==> config.mk <==
export PLATFORM = sky130hd
export DESIGN_NAME = wave_probe_sel
export DESIGN_NICKNAME = d
export VERILOG_FILES = /design/src/rtl/wave_probe_pkg.sv /design/src/rtl/wave_bit_sync.sv /design/src/rtl/wave_probe_sel.sv
export SDC_FILE = /design/constraint.sdc
export NUM_CORES = 1
export LEC_CHECK = 0
export BUFFER_PORTS_ARGS = -buffer_cell sky130_fd_sc_hd__buf_2
export CORE_ASPECT_RATIO = 0.75
export CORE_MARGIN = 1
export CORE_UTILIZATION = 49
export CTS_CLUSTER_DIAMETER = 150
export DETAILED_ROUTE_END_ITERATION = 8
export GPL_TIMING_DRIVEN = 1
export PLACE_DENSITY = 0.74
export SETUP_SLACK_MARGIN = 0.2
export SLEW_MARGIN = 20
export SYNTH_ARGS = -nofsm -noshare
export SYNTH_HDL_FRONTEND = slang
export SYNTH_SLANG_ARGS = --single-unit
==> constraint.sdc <==
create_clock -name clk -period 2.8 [get_ports clk]
set_input_delay 0.28 -clock clk [delete_from_list [all_inputs] [get_ports clk]]
set_output_delay 0.28 -clock clk [all_outputs]
set_load 0.005 [all_outputs]
==> src/rtl/wave_probe_pkg.sv <==
// Shared constants for the wave_probe_sel register block.
// Latency: n/a (constants only).
// Backpressure: n/a.
package wave_probe_pkg;

  // Byte offsets of the configuration registers (only paddr[7:0] is decoded).
  localparam logic [7:0] REG_SEL   = 8'h00;
  localparam logic [7:0] REG_DECIM = 8'h04;
  localparam logic [7:0] REG_MASK  = 8'h08;
  localparam logic [7:0] REG_CTRL  = 8'h0C;
  localparam logic [7:0] REG_INFO  = 8'h10;

  // Upper half of INFO, lets software identify the block ("WP").
  localparam logic [15:0] INFO_MAGIC = 16'h5750;

  // Bit position of the freeze control inside CTRL.
  localparam int FREEZE_BIT = 0;

endpackage

==> src/rtl/wave_bit_sync.sv <==
// Multi-flop synchroniser chain for a whole bus; Stages=0 degenerates to a wire.
// Latency: Stages cycles din -> dout.
// Backpressure: none, samples every cycle.
// Ports: clk/rst_n (async active-low), din (asynchronous bus), dout (synchronised bus).
module wave_bit_sync #(
  parameter int Stages = 2,
  parameter int Width  = 1
) (
  input  logic             clk,
  input  logic             rst_n,
  input  logic [Width-1:0] din,
  output logic [Width-1:0] dout
);

  if (Stages == 0) begin : g_bypass
    assign dout = din;

    // Clock and reset have no load in bypass mode.
    logic unused_clk_rst;
    assign unused_clk_rst = clk ^ rst_n;
  end else begin : g_sync
    logic [Width-1:0] sync_q [Stages];
    logic [Width-1:0] sync_d [Stages];

    always_comb begin
      sync_d[0] = din;
      for (int i = 1; i < Stages; i++) begin
        sync_d[i] = sync_q[i-1];
      end
    end

    always_ff @(posedge clk or negedge rst_n) begin
      if (!rst_n) begin
        for (int i = 0; i < Stages; i++) begin
          sync_q[i] <= '0;
        end
      end else begin
        for (int i = 0; i < Stages; i++) begin
          sync_q[i] <= sync_d[i];
        end
      end
    end

    assign dout = sync_q[Stages-1];
  end

endmodule

==> src/rtl/wave_probe_sel.sv <==
// APB-configured probe front end: synchronise, select one group, mask, decimate.
// Latency: SyncStages+2 cycles probe_data -> dout_data (DECIM<=1, not frozen).
// Backpressure: none on the datapath; APB always answers with exactly one wait state.
// Ports: clk, rst_n (async active-low); probe_data (NumGroups*DataBits);
//        cfg_* APB slave (psel pre-gated by address window);
//        dout_data / dout_sample towards wave_capture.
module wave_probe_sel
  import wave_probe_pkg::*;
#(
  parameter int DataBits   = 32,
  parameter int NumGroups  = 4,
  parameter int SyncStages = 2,
  parameter int DecimBits  = 16
) (
  input  logic                          clk,
  input  logic                          rst_n,
  input  logic [NumGroups*DataBits-1:0] probe_data,
  input  logic [31:0]                   cfg_paddr,
  input  logic                          cfg_pwrite,
  input  logic [31:0]                   cfg_pwdata,
  input  logic                          cfg_psel,
  input  logic                          cfg_penable,
  output logic                          cfg_pready,
  output logic [31:0]                   cfg_prdata,
  output logic                          cfg_pslverr,
  output logic [DataBits-1:0]           dout_data,
  output logic                          dout_sample
);

  logic [NumGroups*DataBits-1:0] probe_sync;

  logic [3:0]           sel_q,     sel_d;
  logic [DecimBits-1:0] decim_q,   decim_d;
  logic [DecimBits-1:0] cnt_q,     cnt_d;
  logic [DataBits-1:0]  mask_q,    mask_d;
  logic                 freeze_q,  freeze_d;
  logic [DataBits-1:0]  mux_q,     mux_d;
  logic [DataBits-1:0]  dout_q,    dout_d;
  logic                 sample_q,  sample_d;
  logic                 pready_q,  pready_d;
  logic [31:0]          prdata_q,  prdata_d;
  logic                 pslverr_q, pslverr_d;

  logic                 acc_first;
  logic                 acc_err;
  logic                 cnt_clr;
  logic [31:0]          rd_word;

  logic unused_paddr;
  assign unused_paddr = ^cfg_paddr[31:8];

  wave_bit_sync #(
    .Stages (SyncStages),
    .Width  (NumGroups*DataBits)
  ) u_sync (
    .clk   (clk),
    .rst_n (rst_n),
    .din   (probe_data),
    .dout  (probe_sync)
  );

  // APB slave. The first access cycle decodes the transfer and registers the
  // response, so pready rises one cycle later; register writes land on that
  // same edge, i.e. new values are live during the pready cycle.
  always_comb begin
    sel_d     = sel_q;
    decim_d   = decim_q;
    mask_d    = mask_q;
    freeze_d  = freeze_q;
    pready_d  = 1'b0;
    prdata_d  = '0;
    pslverr_d = 1'b0;
    acc_err   = 1'b0;
    cnt_clr   = 1'b0;
    rd_word   = '0;

    // pready_q gating stops a held access phase from being decoded twice.
    acc_first = cfg_psel && cfg_penable && !pready_q;

    if (acc_first) begin
      pready_d = 1'b1;
      case (cfg_paddr[7:0])
        REG_SEL: begin
          rd_word = 32'(sel_q);
          if (cfg_pwrite) begin
            if (cfg_pwdata >= 32'(NumGroups)) acc_err = 1'b1;
            else                              sel_d   = cfg_pwdata[3:0];
          end
        end
        REG_DECIM: begin
          rd_word = 32'(decim_q);
          if (cfg_pwrite) begin
            decim_d = cfg_pwdata[DecimBits-1:0];
            cnt_clr = 1'b1;
          end
        end
        REG_MASK: begin
          rd_word = 32'(mask_q);
          if (cfg_pwrite) mask_d = cfg_pwdata[DataBits-1:0];
        end
        REG_CTRL: begin
          rd_word = 32'(freeze_q) << FREEZE_BIT;
          if (cfg_pwrite) freeze_d = cfg_pwdata[FREEZE_BIT];
        end
        REG_INFO: begin
          rd_word = {INFO_MAGIC, 8'(NumGroups), 8'(DataBits)};
          if (cfg_pwrite) acc_err = 1'b1;
        end
        // Unmapped and unaligned offsets both land here.
        default: acc_err = 1'b1;
      endcase
      pslverr_d = acc_err;
      prdata_d  = (cfg_pwrite || acc_err) ? 32'h0 : rd_word;
    end
  end

  // Decimating datapath. DECIM of 0 or 1 keeps the counter at 0 so every
  // cycle samples; the >= compare also keeps it bounded at the maximum DECIM.
  always_comb begin
    mux_d = '0;
    for (int g = 0; g < NumGroups; g++) begin
      if (sel_q == 4'(g)) mux_d = probe_sync[g*DataBits +: DataBits];
    end

    if (cnt_clr || decim_q <= DecimBits'(1) || cnt_q >= decim_q - DecimBits'(1)) begin
      cnt_d = '0;
    end else begin
      cnt_d = cnt_q + DecimBits'(1);
    end

    sample_d = (cnt_q == '0) && !freeze_q;
    dout_d   = sample_d ? (mux_q & mask_q) : dout_q;
  end

  always_ff @(posedge clk or negedge rst_n) begin
    if (!rst_n) begin
      sel_q     <= '0;
      decim_q   <= DecimBits'(1);
      cnt_q     <= '0;
      mask_q    <= '1;
      freeze_q  <= 1'b0;
      mux_q     <= '0;
      dout_q    <= '0;
      sample_q  <= 1'b0;
      pready_q  <= 1'b0;
      prdata_q  <= '0;
      pslverr_q <= 1'b0;
    end else begin
      sel_q     <= sel_d;
      decim_q   <= decim_d;
      cnt_q     <= cnt_d;
      mask_q    <= mask_d;
      freeze_q  <= freeze_d;
      mux_q     <= mux_d;
      dout_q    <= dout_d;
      sample_q  <= sample_d;
      pready_q  <= pready_d;
      prdata_q  <= prdata_d;
      pslverr_q <= pslverr_d;
    end
  end

  assign cfg_pready  = pready_q;
  assign cfg_prdata  = prdata_q;
  assign cfg_pslverr = pslverr_q;
  assign dout_data   = dout_q;
  assign dout_sample = sample_q;

endmodule

======== After elaboration in Yosys (flattened, before gate mapping) ========
Cells that the tools add are included.
operators by class
  add/subtract/negate cells ............... 2
  $lt $le $gt $ge ......................... 3
  eq/ne operators ......................... 7
  muxes and demuxes ....................... 17
  bitwise operators ....................... 2
  reduce and logical (&&, ||, !) cells .... 16
operators by type and width
  operator                                                                 count
  32-bit two-way mux                                                       6
  32-bit case mux with 5 select lines                                      1
  32-bit AND                                                               1
  32-bit by 3-bit >= comparator with 1-bit output (second input constant)  1
  16-bit by 1-bit adder with 16-bit output (second input constant)         1
  8-bit by 4-bit == test with 1-bit output (second input constant)         2
  16-bit >= comparator                                                     1
  16-bit by 1-bit <= comparator with 1-bit output (second input constant)  1
  16-bit zero test                                                         1
  16-bit two-way mux                                                       1
  16-bit by 1-bit subtractor with 16-bit output (second input constant)    1
  3-bit AND reduction                                                      3
  4-bit by 2-bit == test with 1-bit output (second input constant)         2
  8-bit by 3-bit == test with 1-bit output (second input constant)         1
  8-bit by 5-bit == test with 1-bit output (second input constant)         1
  8-bit zero test                                                          1
  1-bit two-way mux                                                        8
  4-bit by 1-bit == test with 1-bit output (second input constant)         1
  4-bit zero test                                                          1
  4-bit AND reduction                                                      1
  1-bit logical AND                                                        3
  1-bit logical OR                                                         3
  1-bit case mux with 3 select lines                                       1
  3-bit OR reduction                                                       1
  other kinds (2)                                                          3
storage, ports and cells
  register bits ........................... 424
  output and inout bits ................... 67
  logic and storage cells ................. 60

======== Longest topological paths before layout ========
Gate-level depths: netlist of run 1.
  depth in word-level cells ............... 8
  depth in mapped cells ................... 13

======== By module ========
A second synthesis of run 1 with hierarchy kept.
second synthesis, totals
  cell total of the unflattened synthesis .. 1052
  area total of the unflattened synthesis .. 14388.8 sq um
by module, submodules not included
  module          times used  cells an instance  area an instance (sq um)  seq. area each (sq um)
  wave_probe_sel  1           796                7982.7                    4245.3
  wave_bit_sync   1           256                6406.1                    6406.1

======== Worst setup path before layout of run 1 ========
Ideal clock, no wire load.
  path type ............................... register -> register
  start point ............................. register decim_q[1]
  end point ............................... register cnt_q[10]
  arrival ................................. 2.874 ns
  data required time ...................... 2.666 ns
  setup slack ............................. -0.208 ns
  cell stages (with the launch flop) ...... 14
  path buffers ............................ 1
  period minus slack after synthesis ...... 3.008 ns
  cells stage by stage .................... dfrtp_1 -> inv_1 -> ha_1 -> nor3b_1 -> nand3_1 -> nor3_1 -> xnor2_1 -> ha_1 -> nand4_1 -> nor3_1 -> o21ai_0 -> o21ai_1 -> clkbuf_1 -> nor3_1
on the way
  longest elaborated chain between the ends .. 4
RTL lines
  item                                                                                                              line                   text
  start, declared                                                                                                   wave_probe_sel.sv:33   logic [DecimBits-1:0] decim_q, decim_d;
  start signal, assigned                                                                                            wave_probe_sel.sv:138  decim_q <= DecimBits'(1);
  start signal, assigned                                                                                            wave_probe_sel.sv:150  decim_q <= decim_d;
  16-bit by 1-bit subtractor with 16-bit output or 16-bit by 1-bit <= comparator with 1-bit output (tied branches)  wave_probe_sel.sv:125  if (cnt_clr || decim_q <= DecimBits'(1) || cnt_q >= decim_q - DecimBits'(1)) begin
  16-bit >= comparator or 1-bit logical OR (tied branches)                                                          wave_probe_sel.sv:125
  1-bit logical OR *                                                                                                wave_probe_sel.sv:125
  16-bit two-way mux *                                                                                              wave_probe_sel.sv:125
  named net cnt_d[10]                                                                                               wave_probe_sel.sv:34   logic [DecimBits-1:0] cnt_q, cnt_d;
  end signal, assigned                                                                                              wave_probe_sel.sv:151  cnt_q <= cnt_d;
  end, declared                                                                                                     wave_probe_sel.sv:34
The timed path passes the listed nets; every way through them passes the cells marked *.
A chain may end at the register's enable or synchronous reset.

======== Final worst setup path of run 1 ========
  start point ............................. register decim_q[2]
  end point ............................... register cnt_q[4]
The elaborated chain is that of the path after synthesis.

==> results of run 1 <==
metal layers:
layer,global-route usage,up-vias
met5,0,-
met4,0.111,2
met3,0.0485,74
met2,0.401,289
met1,0.349,4834
li1,-,4380
layout by cell type (no fill, tap or decap), drive strengths merged, types with 17 or more instances in the layout:
cell type	count
a21oi	19
nor3	24
mux2	51
buf	276
dfrtp	391
o21ai	102
xnor2	17
nor2	36
dlygate4sd3	143
ha	20
dfstp	33
nand2	217
clkbuf	57
layout make-up:
class | instances | area [um^2] | area share
sequential | 424 | 10700 | 0.560
multi-input combinational | 588 | 3570 | 0.188
timing repair buffer | 419 | 2990 | 0.157
clock buffer | 57 | 1170 | 0.0613
tap | 385 | 482 | 0.0253
clock inverter | 11 | 125 | 0.00658
inverter | 7 | 26.3 | 0.00138
antenna | 3 | 7.51 | 0.000395
logic make-up after synthesis:
group,Yosys count
DFF,424
and+or+nand+nor,348
AOI/OAI and AO/OA,139
muxes,55
buffers and inverters,46
xor gates and xnor gates,26
adders and majority gates,20
state kept, by name (all words and copies together), names as in the netlist, 4 cells and up:
name / flops
cfg_prdata: 32
cnt_q: 16
decim_q: 16
dout_data: 32
mask_q: 32
mux_q: 32
sel_q: 4
u_sync.dout: 128
u_sync.g_sync.sync_d: 128
synth_stat cells (all sizes together):
master and n:
dfstp 33, ha 20, o31a 1, or3 1
nor3b 3, dfrtp 391, mux2 51, and2b 1
inv 7, a2111oi 1, o21ai 102, and2 12
nor2 36, a211o 1, nor4bb 1, nand3b 1
nand4 8, and3 4, nor3 24, nand4b 1
xnor2 17, xor2 9, nor2b 3, a21oi 19
nor4b 2, nor4 16, nand2 217, buf 8
a21o 1, or4 2, nand3 16, mux2i 3
o211ai 2, mux4 1, a22oi 12, clkbuf 31
critical path, delay by kind of cell, from the launching register on:
kind,cells,cell delay (ps)
adder cells (fa/ha/maj),1,270
flip-flops,1,420
AO/OA/AOI/OAI,3,680
AND/OR/NAND/NOR,3,890
XOR/XNOR,1,160
buffers and inverters,1,160
repair_timing:
item	4_1_cts	5_1_grt
resized for setup	6	8
pin swaps	2	3
setup buffers	6	1
hold buffers	143	0
endpoints found under the setup margin	16	16
hold endpoints to repair	186	0
worst max path at each step:
stage,slack [ps],to,cells past startpoint
floorplan,130,cnt_q[10]$_DFF_PN0_,12
global placement,110,cnt_q[15]$_DFF_PN0_,12
detailed placement,10,cnt_q[15]$_DFF_PN0_,9
CTS,140,cnt_q[4]$_DFF_PN0_,12
global route,-120,cnt_q[0]$_DFF_PN0_,12
finish,120,cnt_q[4]$_DFF_PN0_,9
through the flow:
stage	total power, mW	cells
5_1_grt	13.0	1894
3_5_place_dp	7.10	1673
4_1_cts	12.6	1890
6_report	12.6	1894
2_1_floorplan	6.73	1058
3_3_place_gp	7.08	1673
power by group through the flow:
stage                     logic (mW)  clock network (mW)  registers [mW]
after floorplan                0.201                   0            6.52
after global placement         0.538                   0            6.54
after detailed placement       0.553                   0            6.55
after CTS                      0.717                5.42            6.44
after global routing           0.815                5.71            6.47
final                          0.731                5.39            6.45
==> results.yml, run 1 <==
global_route:
  grt_usage: 0.255
  grt_pass1_vias: 10300
  grt_max_degree: 103
  gr-total-overflow: 0
  grt_pass1_wl_um: 56400
  antenna_found_initial: 4
power_and_ir_drop:
  power_frac_clock: 0.428
  comb_power_share: 0.058
  ir_drop_uv: 504
  netSwitchingFraction: 0.222
  p_per_area_mw_per_mm2: 661
  p_leak_nw: 9.04
  p_seq_frac: 0.513
  switching_power_mw: 2.79
  intPower_mw: 9.78
synthesis:
  ys_top_cells_by_area: "dfrtp_1, dfstp_2, nand2_1, mux2_2, o21ai_0"
  synth_largest_area_cell: "dfrtp_1"
  synth-compound-area-share: 0.0520
  synth.avg_cell_area_um2: 13.5
  netlist.area_leader.share: 0.684
  synthesis.nets: 1275
  synth_top_family_by_area: "simple AND/OR/NAND/NOR gates"
  synth_area_mm2: 0.0143
  ys_seq_area_frac: 0.744
  ys_seq_elements: 424
  yosys.area_share.simple: 0.110
  yosys.cell_types.count: 48
  synth_mux_area_frac: 0.0438
  synth-xor-area-share: 0.0159
  synth_fa_ha_area_frac: 0.0175
  synthCells: 1058
  synth_warnings: 0
worst_setup_path:
  ff2ff_setup_slack_ps: 120
  endpoint_kind: "register"
  crit_type: "reg2reg"
  r2r_end: "cnt_q[4]$_DFF_PN0_"
  worstSetupStartpointType: "register"
  critical_path_required_ps: 3240
  cp_max_fo: 16
  cp_slowest_stage_delay_ps: 550
  crit_chain: "or4_4, nor4_4, xnor2_1, ha_1, a21o_1, a2111oi_4, o21ai_2, buf_12, nor3_1"
  worstRegToRegCells: 9
  worst-endpoint-arrival_ps: 3120
  crit_start: "decim_q[2]$_DFFE_PN0P_"
  cpMaxStageDelayCell: "or4_4"
  r2r-start: "decim_q[2]$_DFFE_PN0P_"
route:
  drc_errors: 0
  drtIter0Drc: 509
  detailroute.wirelength.met3_um: 1780
  vias: 9579
  wl_per_cell_um: 19.5
  antenna_left: 0
  wl_met1_um: 16100
  drt-total-wl_um: 36900
  vias_per_cell: 5.06
  highest_layer: "met5"
  met2WireLength_um: 17700
  drtPass1Iterations: 5
hold_path:
  whs_endpoint: "mask_q[22]$_DFFE_PN1P_"
  hold_depth: 2
  hold_path.startpoint: "cfg_pwdata[22]"
  hold_path_class: "in2reg"
cells_and_area:
  num-nets-final: 1696
  nFillCells: 2005
  final_core_util: 0.670
  syn_to_final_growth_pct: 32.9
  layout-drive-gt1-share: 0.300
  final_area_mm2: 0.0190
clock_network:
  cts.path.max_buffers: 3
  cts_tree: "built"
  cts_sinks: 424
  insertion_delay_ps: 550
  cts-buffers-inserted: 39
  cts.clk_slew.worst_paths_ps: 70
  htreeDepth: 2
  clockRootBuffer: "clkbuf_16"
sta:
  fmax_mhz: 374
  fin_tns_setup_ps: 0
  finClkSkew_ps: 14.6
  setup-violations-final: 0
  period_minus_slack_ps: 2680
  drv_slew: 0
  hold_viol: 0
  period_share: 0.956
  slew_headroom: 0.517
  hold_slack_ps: 18.0
  rsz0062_at_grt: "yes"
  worst_slack_ps: 124
  worst_pin_slew_ps: 725
placement:
  post-place-ws_ps: 11.9
  place_area_mm2: 0.0162
  dp_hpwl_um: 21500
  portBuffers: 239
  globalplace.congestion: 0.884
die:
  start_util: 0.504
  die_y_um: 150
  ios: 264
  die_area_mm2: 0.0299
  rows: 53
  core-area_mm2: 0.0284
  die_w_um: 199
run:
  cap_violations: 0
status:
  status: "complete, no violations"
Power figures use the tool's default switching activity.
==> inputs of run 2 (changes only) <==
--- a/config.mk
+++ b/config.mk
@@ -12,7 +12,7 @@
 export CTS_CLUSTER_DIAMETER = 150
 export DETAILED_ROUTE_END_ITERATION = 8
 export GPL_TIMING_DRIVEN = 1
-export PLACE_DENSITY = 0.74
+export PLACE_DENSITY = 0.72
 export SETUP_SLACK_MARGIN = 0.2
 export SLEW_MARGIN = 20
 export SYNTH_ARGS = -nofsm -noshare
==> constraint.sdc (replaced) <==
create_clock -name clk -period 2.6 [get_ports clk]
set_input_delay 0.26 -clock clk [delete_from_list [all_inputs] [get_ports clk]]
set_output_delay 0.26 -clock clk [all_outputs]
set_load 0.005 [all_outputs]
==> run 2 against run 1 <==
Against the previous run:
- largest cell class unchanged
- core utilization grew 0.53 points
- critical endpoint is now cnt_q[8]$_DFF_PN0_
- largest power group unchanged
- highest routed layer is now met4
- critical path type unchanged
- the flow now finishes with violations (negative setup slack)
- combinational power grew 12%
- die area is the same
==> results.yml, run 2 (synthesis gave the netlist of run 1 again) <==
worst_setup_path:
  worstRegToRegCells: 12
  cp_slowest_stage_delay_ps: 410
  ff2ff_setup_slack_ps: -100
  r2r-start: "decim_q[6]$_DFFE_PN0P_"
  crit_chain: "nor4_4, nor3b_4, nand3_2, buf_4, xor2_1, ha_1, nand4_1, nor3_2, o21ai_1, o21ai_2, buf_6, nor3_1"
  cp_max_fo: 8
  cpMaxStageDelayCell: "dfrtp_1"
  endpoint_kind: "register"
  critical-path-top-delay-family: "simple AND/OR/NAND/NOR gates"
  worstSetupStartpointType: "register"
  crit_type: "reg2reg"
  r2r_end: "cnt_q[8]$_DFF_PN0_"
  crit_cells: 12
  critical_path_required_ps: 2990
  critical_path_buf_inv_count: 2
  worst-endpoint-arrival_ps: 3090
placement:
  globalplace.congestion: 0.860
  place_area_mm2: 0.0163
  portBuffers: 239
  dp_hpwl_um: 22200
sta:
  worst_slack_ps: -102
  period_share: 1.04
  hold_viol: 0
  finClkSkew_ps: 18.6
  rsz0062_at_grt: "yes"
  setup-violations-final: 16
  fin_tns_setup_ps: -1340
  period_minus_slack_ps: 2700
  drv_slew: 0
  worst_pin_slew_ps: 690
  fmax_mhz: 370
  slew_headroom: 0.540
route:
  drtPass1Iterations: 5
  vias_per_cell: 5.00
  antenna_left: 0
  drc_errors: 0
  drt-total-wl_um: 37100
  drtIter0Drc: 483
  vias: 9572
  wl_per_cell_um: 19.4
global_route:
  grt_max_degree: 84
  antenna_found_initial: 2
  grt_usage: 0.258
  gr-total-overflow: 0
  grt_pass1_vias: 10200
  grt_pass1_wl_um: 57500
clock_network:
  clockRootBuffer: "clkbuf_16"
  cts.clk_slew.worst_paths_ps: 70
  htreeDepth: 2
  cts-buffers-inserted: 39
  cts_tree: "built"
  cts_sinks: 424
  cts.path.max_buffers: 3
  insertion_delay_ps: 550
hold_path:
  hold_path.startpoint: "cfg_pwdata[2]"
  hold_depth: 2
  whs_endpoint: "mask_q[2]$_DFFE_PN1P_"
  hold_path_class: "in2reg"
power_and_ir_drop:
  p_per_area_mw_per_mm2: 704
  ir_drop_uv: 682
  finalPower_mw: 13.5
  p_leak_nw: 9.14
cells_and_area:
  mostFrequentLayoutCells: "dfrtp_1, buf_2, nand2_1, dlygate4sd3_1, o21ai_0"
  layout-drive-gt1-share: 0.302
  multi_input_area_mm2: 0.00355
  final_area_mm2: 0.0192
  syn_to_final_growth_pct: 33.9
  seqCellArea_mm2: 0.0107
  num-nets-final: 1718
  nFillCells: 1997
  final_core_util: 0.675
  layout_commonest_cell: "dfrtp_1"
status:
  violations: "negative setup slack"
  status: "finished, violations left"
die:
  die_y_um: 150
  start_util: 0.504
  ios: 264
  rows: 53
  die_area_mm2: 0.0299
  core-area_mm2: 0.0284
  die_w_um: 199
run:
  cap_violations: 0
==> run 2: worst max-delay path by stage <==
stage / from / endpoint / slack, ps
detailed placement: decim_q[1]$_DFFE_PN0P_ / cnt_q[8]$_DFF_PN0_ / -170
global placement: decim_q[6]$_DFFE_PN0P_ / cnt_q[10]$_DFF_PN0_ / -10
finish: decim_q[6]$_DFFE_PN0P_ / cnt_q[8]$_DFF_PN0_ / -100
floorplan: decim_q[6]$_DFFE_PN0P_ / cnt_q[10]$_DFF_PN0_ / -70
global route: decim_q[6]$_DFFE_PN0P_ / cnt_q[10]$_DFF_PN0_ / -310
CTS: decim_q[4]$_DFFE_PN0P_ / cnt_q[8]$_DFF_PN0_ / -100
==> run 2: cell type report <==
type                    count  share of cell area
clock inverters            17             0.00881
multi-input cells         588               0.185
flip-flops and latches    424               0.556
well taps                 385              0.0251
clock buffers              51              0.0580
inverters                   7             0.00137
diodes                      2            0.000261
repair buffers            441               0.166
==> run 2: what timing repair did <==
item,4_1_cts,5_1_grt
hold buffers,154,0
pin swaps,5,4
gates resized for setup,5,3
endpoints found under the hold margin,228,0
buffers inserted,1,1
endpoints found under the setup margin,16,16
==> run 2: power breakdown <==
group	switching [mW]	internal, mW	total [mW]	leakage (nW)
Combinational	0.440	0.382	0.822	3.38
Clock	2.49	3.24	5.72	0.631
Sequential	0.0955	6.85	6.95	5.13
==> run 2: per-stage QoR <==
stage / instances / hold WS, ps / worst slack, ps
6_report: 1915 / 22.7 / -102
5_1_grt: 1915 / 5.00 / -307
4_1_cts: 1912 / 6.60 / -100
3_5_place_dp: 1689 / 317 / -167
3_3_place_gp: 1689 / 308 / -13.5
2_1_floorplan: 1058 / -35.6 / -66.6
==> run 2: layer usage <==
metal	wire, um	up-vias	track usage
li1	-	4435	-
met1	16500	4780	0.359
met2	17900	299	0.414
met3	1770	58	0.0473
met4	897	0	0.0859
met5	0	-	0
